## src/rtl/c17_pkg.sv

```systemverilog
// Shared types and constants for the c17 response analyzer.
// Holds the FSM state enum, the default MISR polynomial and field indices.
package c17_pkg;

   typedef enum logic [1:0] {
      IDLE = 2'd0,
      RUN  = 2'd1,
      DONE = 2'd2
   } state_e;

   localparam logic [15:0] MISR_POLY_DEFAULT = 16'hB400;

   localparam int IN_A = 4;
   localparam int IN_B = 3;
   localparam int IN_C = 2;
   localparam int IN_D = 1;
   localparam int IN_E = 0;

   localparam int OUT_A = 1;
   localparam int OUT_B = 0;

endpackage

```

## src/rtl/c17_golden.sv

```systemverilog
// Exact combinational c17 reference: six NAND gates.
// gold_o[OUT_A] = gold_a, gold_o[OUT_B] = gold_b.
module c17_golden
   import c17_pkg::*;
(
   input  logic [4:0] in_vec_i,
   output logic [1:0] gold_o
);

   logic n10;
   logic n11;
   logic n16;
   logic n19;

   assign n10 = ~(in_vec_i[IN_A] & in_vec_i[IN_C]);
   assign n11 = ~(in_vec_i[IN_C] & in_vec_i[IN_D]);
   assign n16 = ~(in_vec_i[IN_B] & n11);
   assign n19 = ~(n11 & in_vec_i[IN_E]);

   assign gold_o[OUT_A] = ~(n10 & n16);
   assign gold_o[OUT_B] = ~(n16 & n19);

endmodule

```

## src/rtl/c17_response_analyzer.sv

```systemverilog
// Counts per-output mismatches of a c17 variant against the exact circuit.
// Define C17_MISR_EN to build the 16-bit MISR signature compactor.
module c17_response_analyzer
   import c17_pkg::*;
#(
   parameter int          NUM_PATTERNS = 32,
   parameter int          CNT_W        = 16,
   parameter logic [15:0] MISR_POLY    = MISR_POLY_DEFAULT
) (
   input  logic             CLK,
   input  logic             RST,
   input  logic             start,
   input  logic             in_valid,
   output logic             in_ready,
   input  logic [4:0]       in_vec,
   input  logic [1:0]       dut_out,
   output logic             busy,
   output logic             done,
   output logic [CNT_W-1:0] err_a,
   output logic [CNT_W-1:0] err_b,
   output logic [CNT_W-1:0] err_any,
   output logic [15:0]      signature
);

   localparam int PC_W = $clog2(NUM_PATTERNS + 1);
   localparam logic [PC_W-1:0] LAST_CNT = PC_W'(NUM_PATTERNS - 1);

   state_e           state_q, state_d;
   logic [PC_W-1:0]  pcnt_q, pcnt_d;
   logic [CNT_W-1:0] err_a_q, err_a_d;
   logic [CNT_W-1:0] err_b_q, err_b_d;
   logic [CNT_W-1:0] err_any_q, err_any_d;
   logic [1:0]       gold;
   logic             acc;
   logic             clr;
   logic             last;
   logic             mis_a;
   logic             mis_b;

   function automatic logic [CNT_W-1:0] sat_inc(input logic [CNT_W-1:0] v);
      return (&v) ? v : v + 1'b1;
   endfunction

   c17_golden u_golden (
      .in_vec_i (in_vec),
      .gold_o   (gold)
   );

   assign acc   = in_valid && (state_q == RUN);
   assign clr   = start && (state_q != RUN);
   assign last  = acc && (pcnt_q == LAST_CNT);
   assign mis_a = dut_out[OUT_A] != gold[OUT_A];
   assign mis_b = dut_out[OUT_B] != gold[OUT_B];

   // FSM state register
   always_ff @(posedge CLK or posedge RST) begin
      if (RST) state_q <= IDLE;
      else     state_q <= state_d;
   end

   // FSM next-state: start is only honoured outside RUN
   always_comb begin
      state_d = state_q;
      unique case (state_q)
         IDLE:    if (start) state_d = RUN;
         RUN:     if (last)  state_d = DONE;
         DONE:    if (start) state_d = RUN;
         default: state_d = IDLE;
      endcase
   end

   // FSM outputs decoded from the current state
   always_comb begin
      in_ready = 1'b0;
      busy     = 1'b0;
      done     = 1'b0;
      unique case (state_q)
         RUN: begin
            in_ready = 1'b1;
            busy     = 1'b1;
         end
         DONE:    done = 1'b1;
         default: ;
      endcase
   end

   // Next values of pattern and error counters
   always_comb begin
      pcnt_d    = pcnt_q;
      err_a_d   = err_a_q;
      err_b_d   = err_b_q;
      err_any_d = err_any_q;
      if (clr) begin
         pcnt_d    = '0;
         err_a_d   = '0;
         err_b_d   = '0;
         err_any_d = '0;
      end else if (acc) begin
         pcnt_d = pcnt_q + 1'b1;
         if (mis_a)         err_a_d   = sat_inc(err_a_q);
         if (mis_b)         err_b_d   = sat_inc(err_b_q);
         if (mis_a | mis_b) err_any_d = sat_inc(err_any_q);
      end
   end

   // Counter registers
   always_ff @(posedge CLK or posedge RST) begin
      if (RST) begin
         pcnt_q    <= '0;
         err_a_q   <= '0;
         err_b_q   <= '0;
         err_any_q <= '0;
      end else begin
         pcnt_q    <= pcnt_d;
         err_a_q   <= err_a_d;
         err_b_q   <= err_b_d;
         err_any_q <= err_any_d;
      end
   end

   assign err_a   = err_a_q;
   assign err_b   = err_b_q;
   assign err_any = err_any_q;

`ifdef C17_MISR_EN
   logic [15:0] sig_q, sig_d;

   // MISR next value: shift, polynomial feedback, inject observed outputs
   always_comb begin
      sig_d = sig_q;
      if (clr) begin
         sig_d = '0;
      end else if (acc) begin
         sig_d = {sig_q[14:0], 1'b0}
               ^ (sig_q[15] ? MISR_POLY : 16'h0000)
               ^ {14'b0, dut_out};
      end
   end

   // MISR register
   always_ff @(posedge CLK or posedge RST) begin
      if (RST) sig_q <= '0;
      else     sig_q <= sig_d;
   end

   assign signature = sig_q;
`else
   // No compactor: constant zero that still references the polynomial
   assign signature = MISR_POLY & 16'h0000;
`endif

endmodule

```

## config.mk

```make
export PLATFORM = sky130hd
export DESIGN_NAME = c17_response_analyzer
export DESIGN_NICKNAME = d
export VERILOG_FILES = /design/src/rtl/c17_pkg.sv /design/src/rtl/c17_golden.sv /design/src/rtl/c17_response_analyzer.sv
export SDC_FILE = /design/constraint.sdc
export NUM_CORES = 1
export LEC_CHECK = 0
export ABC_AREA = 1
export ABC_CLOCK_PERIOD_IN_PS = 3350
export CELL_PAD_IN_SITES_DETAIL_PLACEMENT = 1
export CELL_PAD_IN_SITES_GLOBAL_PLACEMENT = 1
export CORE_ASPECT_RATIO = 0.7
export CORE_MARGIN = 2
export CORE_UTILIZATION = 39
export DETAILED_ROUTE_END_ITERATION = 10
export PLACE_DENSITY = 0.83
export RECOVER_POWER = 100
export SYNTH_ARGS = -nofsm -noshare
export SYNTH_HDL_FRONTEND = slang
export SYNTH_SLANG_ARGS = --single-unit
```

## constraint.sdc

```tcl
create_clock -name CLK -period 3.35 [get_ports CLK]
set_clock_uncertainty 0.1 [all_clocks]
set_input_delay 0.67 -clock CLK [delete_from_list [all_inputs] [get_ports CLK]]
set_output_delay 0.67 -clock CLK [all_outputs]
set_load 0.01 [all_outputs]
```

==> flow_summary.toml, run 1 <==
[critical_path]
slowest_delay_ns = 0.61
cp_cell_sequence = "dlygate4sd3_1 -> nand2_4 -> nand2_1 -> nand3_2 -> inv_1 -> nand2_1 -> nand2_1"
crit_path_max_fanout = 29
reg2reg_from = "err_b[0]"
path_common_cell = "nand2_1"
r2r_cells = 10
worstPathRequired_ns = 3.50
start_kind = "input pin"
reg2reg_to = "err_b[12]"
r2r_slack_ns = 1.01
critPathSlowestCell = "dlygate4sd3_1"
arrival_ns = 2.89
path_class = "in -> reg"
end_kind = "flop"

[grt]
overflow = 0
grt_pass1_wl_um = 18700
grt_max_degree = 33
first_global_vias = 3772
grtUsageTotal = 0.223
antenna_found_initial = 0

[synthesis]
ys.flop_type = "dfrtp_1"
yosys-top-cells-count = "nand2_1, nor2_1, dfrtp_1"
synthAdderAreaFrac = 0.0132
yosys.area.top_type_share = 0.370
synth-simple-area-share = 0.420
synthXorXnorAreaFrac = 0.0346
ys_async_sr_fraction = 1.00
ys_top_cells_by_area = "dfrtp_1, nand2_1, nor2_1"
syn_inst = 555
synth.distinct_cells = 33
ys_seq_area_frac = 0.370
syn_avg_cell_area_sq_um = 6.83
ys_warn_count = 0
synth_top_family_by_area = "simple AND/OR/NAND/NOR gates"
yosysTopAreaCell = "dfrtp_1"
synth-compound-area-share = 0.0525
synth.most_common_cell = "nand2_1"
synth-seq-cells = 56
netlist_area_sq_um = 3790
synthMuxAreaShare = 0
synth_edf_count = 0

[timing]
whs_ns = 0.414
hold_violations = 0
tightest_slew_ns = 0.983
rsz0062_at_grt = "false"
max_freq_mhz = 365
max_slew_margin = 0.344
tns_ns = 0
period_needed_ns = 2.74
period_share = 0.819
final-setup-viol-count = 0
slew_viol_final = 0

[drt]
via_count = 3697
totalWireLength_um = 11000
ant_nets = 0
drt-initial-drc-count = 166
avgRoutedWirePerCell_um = 14.8
drt_first_pass_iters = 4
viasPerCell = 4.98
drc = 0

[hold_path]
holdPathEnd = "state_q[1]"
hp-class = "reg -> reg"
min-delay-start = "pcnt_q[5]"
whs_path_depth = 1

[floorplan]
die_height_um = 86.5
die_w_um = 122
coreArea_sq_um = 9570
num_rows = 30
initial_core_util = 0.396
ios = 78
die_area_sq_um = 10500

[power_and_ir_drop]
p_leak_nw = 2.35
power_density_nw_per_um2 = 437
ir_worst_vdd_mv = 0.229

[clock_tree]
ctsResizeCount = 0
clockBufferDepth = 2
clock-sinks = 56
path_clk_slew_ns = 0.08
cts_setup_buffers = 0
cts_htree_levels = 2
cts_tree = "done"
clock-root-buffer = "clkbuf_16"
cts_buffers = 5
clkLatencyLatePin_ns = 0.31
cts_hold_buf = 0

[placement]
port_buffers = 61
dpl_cell_area_sq_um = 4450
dp_hpwl_um = 8210
place.gp.congestion = 0.831

[status]
outcome = "completed"

[flow_run]
max-cap-violations = 0

[final_layout]
fin_util = 0.478
fillerInstances = 1250
area_growth_pct = 20.8
layout.nets = 628
antenna_cells = 0
final_area_sq_um = 4580
layout-drive-gt1-share = 0.0554
[logic make-up after synthesis]
family,Yosys count
xor+xnor,15
simple gates,360
buf+inv,83
flops,56
compound gates,36
fa+ha+maj,4
other cells,1
[metrics by stage]
step,power (W),instances,worst slack (ns)
floorplan,0.00120,570,1.21
global placement,0.00140,734,0.599
detailed placement,0.00143,734,0.465
CTS,0.00206,742,0.809
global route,0.00213,742,0.354
finish,0.00200,742,0.607
[layer usage]
metal | track usage | vias to the layer above | wire length (um) | part of all wire
met3 | 0.0322 | 4 | 328 | 0.030
met4 | 0.0502 | 0 | 33 | 0.0030
met2 | 0.368 | 55 | 5180 | 0.47
li1 | - | 1841 | - | -
met5 | 0 | - | 0 | 0
met1 | 0.310 | 1797 | 5420 | 0.49
[how the worst max path moves through the flow]
stage               slack [ns]  depth (start not counted)   from           to
global route              0.35                          7  start    err_b[12]
CTS                       0.81                          7  start    err_b[12]
detailed placement        0.46                          7  start    err_b[12]
floorplan                 1.21                          1    RST     err_a[0]
finish                    0.61                          7  start    err_b[12]
global placement          0.60                          7  start  err_any[14]
[state kept, by name (all words and copies together), names as in the netlist]
register / cells
err_a: 16
err_any: 16
err_b: 16
pcnt_q: 6
state_q: 2
[where the power goes]
group,internal [W],leakage [nW],switching [W]
sequential,0.000759,0.759,0.000127
clock,0.000356,0.0840,0.000270
combinational,0.000209,1.50,0.000283
total,0.00132,2.35,0.000679
[worst max-delay path, delay by kind of cell]
kind	cells	cell delay [ns]
buffers and inverters	2	1.00
AND/OR/NAND/NOR	5	1.20
[cell usage in the layout, fill, tap and decap left out, drive strengths merged]
cell,n
bufinv,1
clkbuf,6
nand2,210
nor3,3
xor2,13
nor3b,2
nand4,16
conb,16
a21oi,9
a22o,1
dfrtp,56
inv,52
nand3,44
nor2,73
o211ai,1
clkinv,5
or2,3
dlygate4sd3,54
xnor2,2
o21ai,20
clkdlybuf4s50,7
nand3b,8
and2,1
ha,4
o21bai,5
buf,2
[cell type report]
class                           instances  area, sq um  share of cell area
Multi-Input combinational cell        431         2010               0.439
Sequential cell                        56         1400               0.306
Timing Repair Buffer                   64          631               0.138
Inverter                               55          206              0.0451
Tap cell                              128          160              0.0350
Clock buffer                            5          125              0.0273
Clock inverter                          3         47.5              0.0104
No activity file was read; power rests on OpenSTA's default activity.
==> run 2, diff against run 1 <==
--- a/config.mk
+++ b/config.mk
@@ -6,14 +6,14 @@
 export NUM_CORES = 1
 export LEC_CHECK = 0
 export ABC_AREA = 1
-export ABC_CLOCK_PERIOD_IN_PS = 3350
+export ABC_CLOCK_PERIOD_IN_PS = 2270
 export CELL_PAD_IN_SITES_DETAIL_PLACEMENT = 1
 export CELL_PAD_IN_SITES_GLOBAL_PLACEMENT = 1
 export CORE_ASPECT_RATIO = 0.7
 export CORE_MARGIN = 2
-export CORE_UTILIZATION = 39
+export CORE_UTILIZATION = 33
 export DETAILED_ROUTE_END_ITERATION = 10
-export PLACE_DENSITY = 0.83
+export PLACE_DENSITY = 0.75
 export RECOVER_POWER = 100
 export SYNTH_ARGS = -nofsm -noshare
 export SYNTH_HDL_FRONTEND = slang
==> constraint.sdc (replaced) <==
create_clock -name CLK -period 2.27 [get_ports CLK]
set_clock_uncertainty 0.1 [all_clocks]
set_input_delay 0.454 -clock CLK [delete_from_list [all_inputs] [get_ports CLK]]
set_output_delay 0.454 -clock CLK [all_outputs]
set_load 0.01 [all_outputs]
==> flow_summary.toml, run 2 (same netlist as run 1, synthesis figures left out) <==
[timing]
period_share = 0.921
tns_ns = 0
max_freq_mhz = 479
period_needed_ns = 2.09
rsz0062_at_grt = "false"
max_slew_margin = 0.325
whs_ns = 0.425
hold_violations = 0
slew_viol_final = 0
tightest_slew_ns = 1.01
final-setup-viol-count = 0

[clock_tree]
clock-sinks = 56
path_clk_slew_ns = 0.07
cts_buffers = 5
ctsResizeCount = 0
cts_htree_levels = 2
cts_setup_buffers = 0
clock-root-buffer = "clkbuf_16"
cts_hold_buf = 0
clockBufferDepth = 2
cts_tree = "done"
clkLatencyLatePin_ns = 0.30

[power_and_ir_drop]
switching_share = 0.342
p_seq_frac = 0.459
power_density_nw_per_um2 = 602
p_sw_w = 0.000970
p_leak_nw = 2.40
p_total_w = 0.00284
comb_power_share = 0.272
clkPwrFrac = 0.270
ir_worst_vdd_mv = 0.318
p_int_w = 0.00187

[final_layout]
mostFrequentLayoutCells = "nand2_1, nor2_1, dfrtp_1"
final_common_cell = "nand2_1"
stdcell_count = 781
layout-drive-gt1-share = 0.0732
antenna_cells = 0
layout.nets = 643
area_growth_pct = 24.2
fillerInstances = 1444

[floorplan]
initial_core_util = 0.342
die_w_um = 132
num_rows = 32
coreArea_sq_um = 11100
ios = 78
die_height_um = 93.7
die_area_sq_um = 12400

[drt]
ant_nets = 0
via_count = 3756
avgRoutedWirePerCell_um = 14.6
drt_first_pass_iters = 4
totalWireLength_um = 11400
drt-initial-drc-count = 99
viasPerCell = 4.81
drc = 0

[grt]
grt_max_degree = 23
met1_usage = 0.268
grt_pass1_wl_um = 19000
overflow = 0
use_met2 = 0.316
antenna_found_initial = 0
grt.busiest_layer = "met2"
first_global_vias = 3894
met3_usage = 0.0286
grtUsageTotal = 0.191

[critical_path]
cp_cell_sequence = "nand2_2 -> inv_1 -> dlygate4sd3_1"
crit_family = "buffers and inverters"
r2r_cells = 10
reg2reg_from = "err_any[0]"
worstPathRequired_ns = 1.72
end_kind = "output port"
reg2reg_to = "err_any[15]"
slowest_delay_ns = 0.61
start_kind = "flop"
critPathSlowestCell = "dlygate4sd3_1"
critPathBufInv = 2
crit_path_max_fanout = 4
path_class = "reg -> out"
arrival_ns = 1.54
r2r_slack_ns = 0.22

[hold_path]
holdPathEnd = "state_q[1]"
min-delay-start = "pcnt_q[5]"
hp-class = "reg -> reg"
whs_path_depth = 1

[status]
outcome = "completed"

[placement]
port_buffers = 61
dp_hpwl_um = 8750
place_inst = 774
place.gp.congestion = 0.856

[flow_run]
max-cap-violations = 0
[run 2: how the worst max path moves through the flow]
stage | end | slack, ns | from | cells after the start
5_1_grt | err_any[7] | 0.03 | err_any[0] | 10
3_3_place_gp | err_any[10] | -0.04 | in_vec[2] | 9
4_1_cts | err_any[8] | 0.04 | err_any[0] | 10
6_report | busy | 0.18 | state_q[0] | 3
3_5_place_dp | err_any[8] | -0.19 | in_vec[2] | 9
2_1_floorplan | err_a[0] | 0.34 | RST | 1
[run 2: metrics by stage]
stage               utilization  worst slack [ns]  cell area (sq um)
floorplan                     -             0.345               3850
CTS                       0.428            0.0397               4750
global placement          0.416           -0.0444               4620
detailed placement        0.416            -0.194               4620
global route              0.425            0.0282               4710
finish                    0.425             0.180               4710
[run 2: final cells by class]
type,instances,area (sq um),share of cell area
Inverter,55,206,0.0438
Timing Repair Buffer,79,757,0.161
Tap cell,153,191,0.0406
Multi-Input combinational cell,431,2020,0.429
Sequential cell,56,1400,0.297
Clock buffer,6,129,0.0274
Clock inverter,1,5.00,0.00106
[run 2: power groups by stage]
stage / logic, W / registers, W / clock network (W)
3_5_place_dp: 0.000828 / 0.00132 / 0
5_1_grt: 0.000873 / 0.00133 / 0.000832
4_1_cts: 0.000834 / 0.00131 / 0.000796
6_report: 0.000771 / 0.00130 / 0.000765
3_3_place_gp: 0.000790 / 0.00131 / 0
2_1_floorplan: 0.000456 / 0.00132 / 0
[run 2: metal layers]
layer,share of wire,vias up,wire [um]
li1,-,1861,-
met1,0.52,1846,5890
met2,0.46,44,5200
met3,0.023,5,267
met4,0.0039,0,45
met5,0,-,0
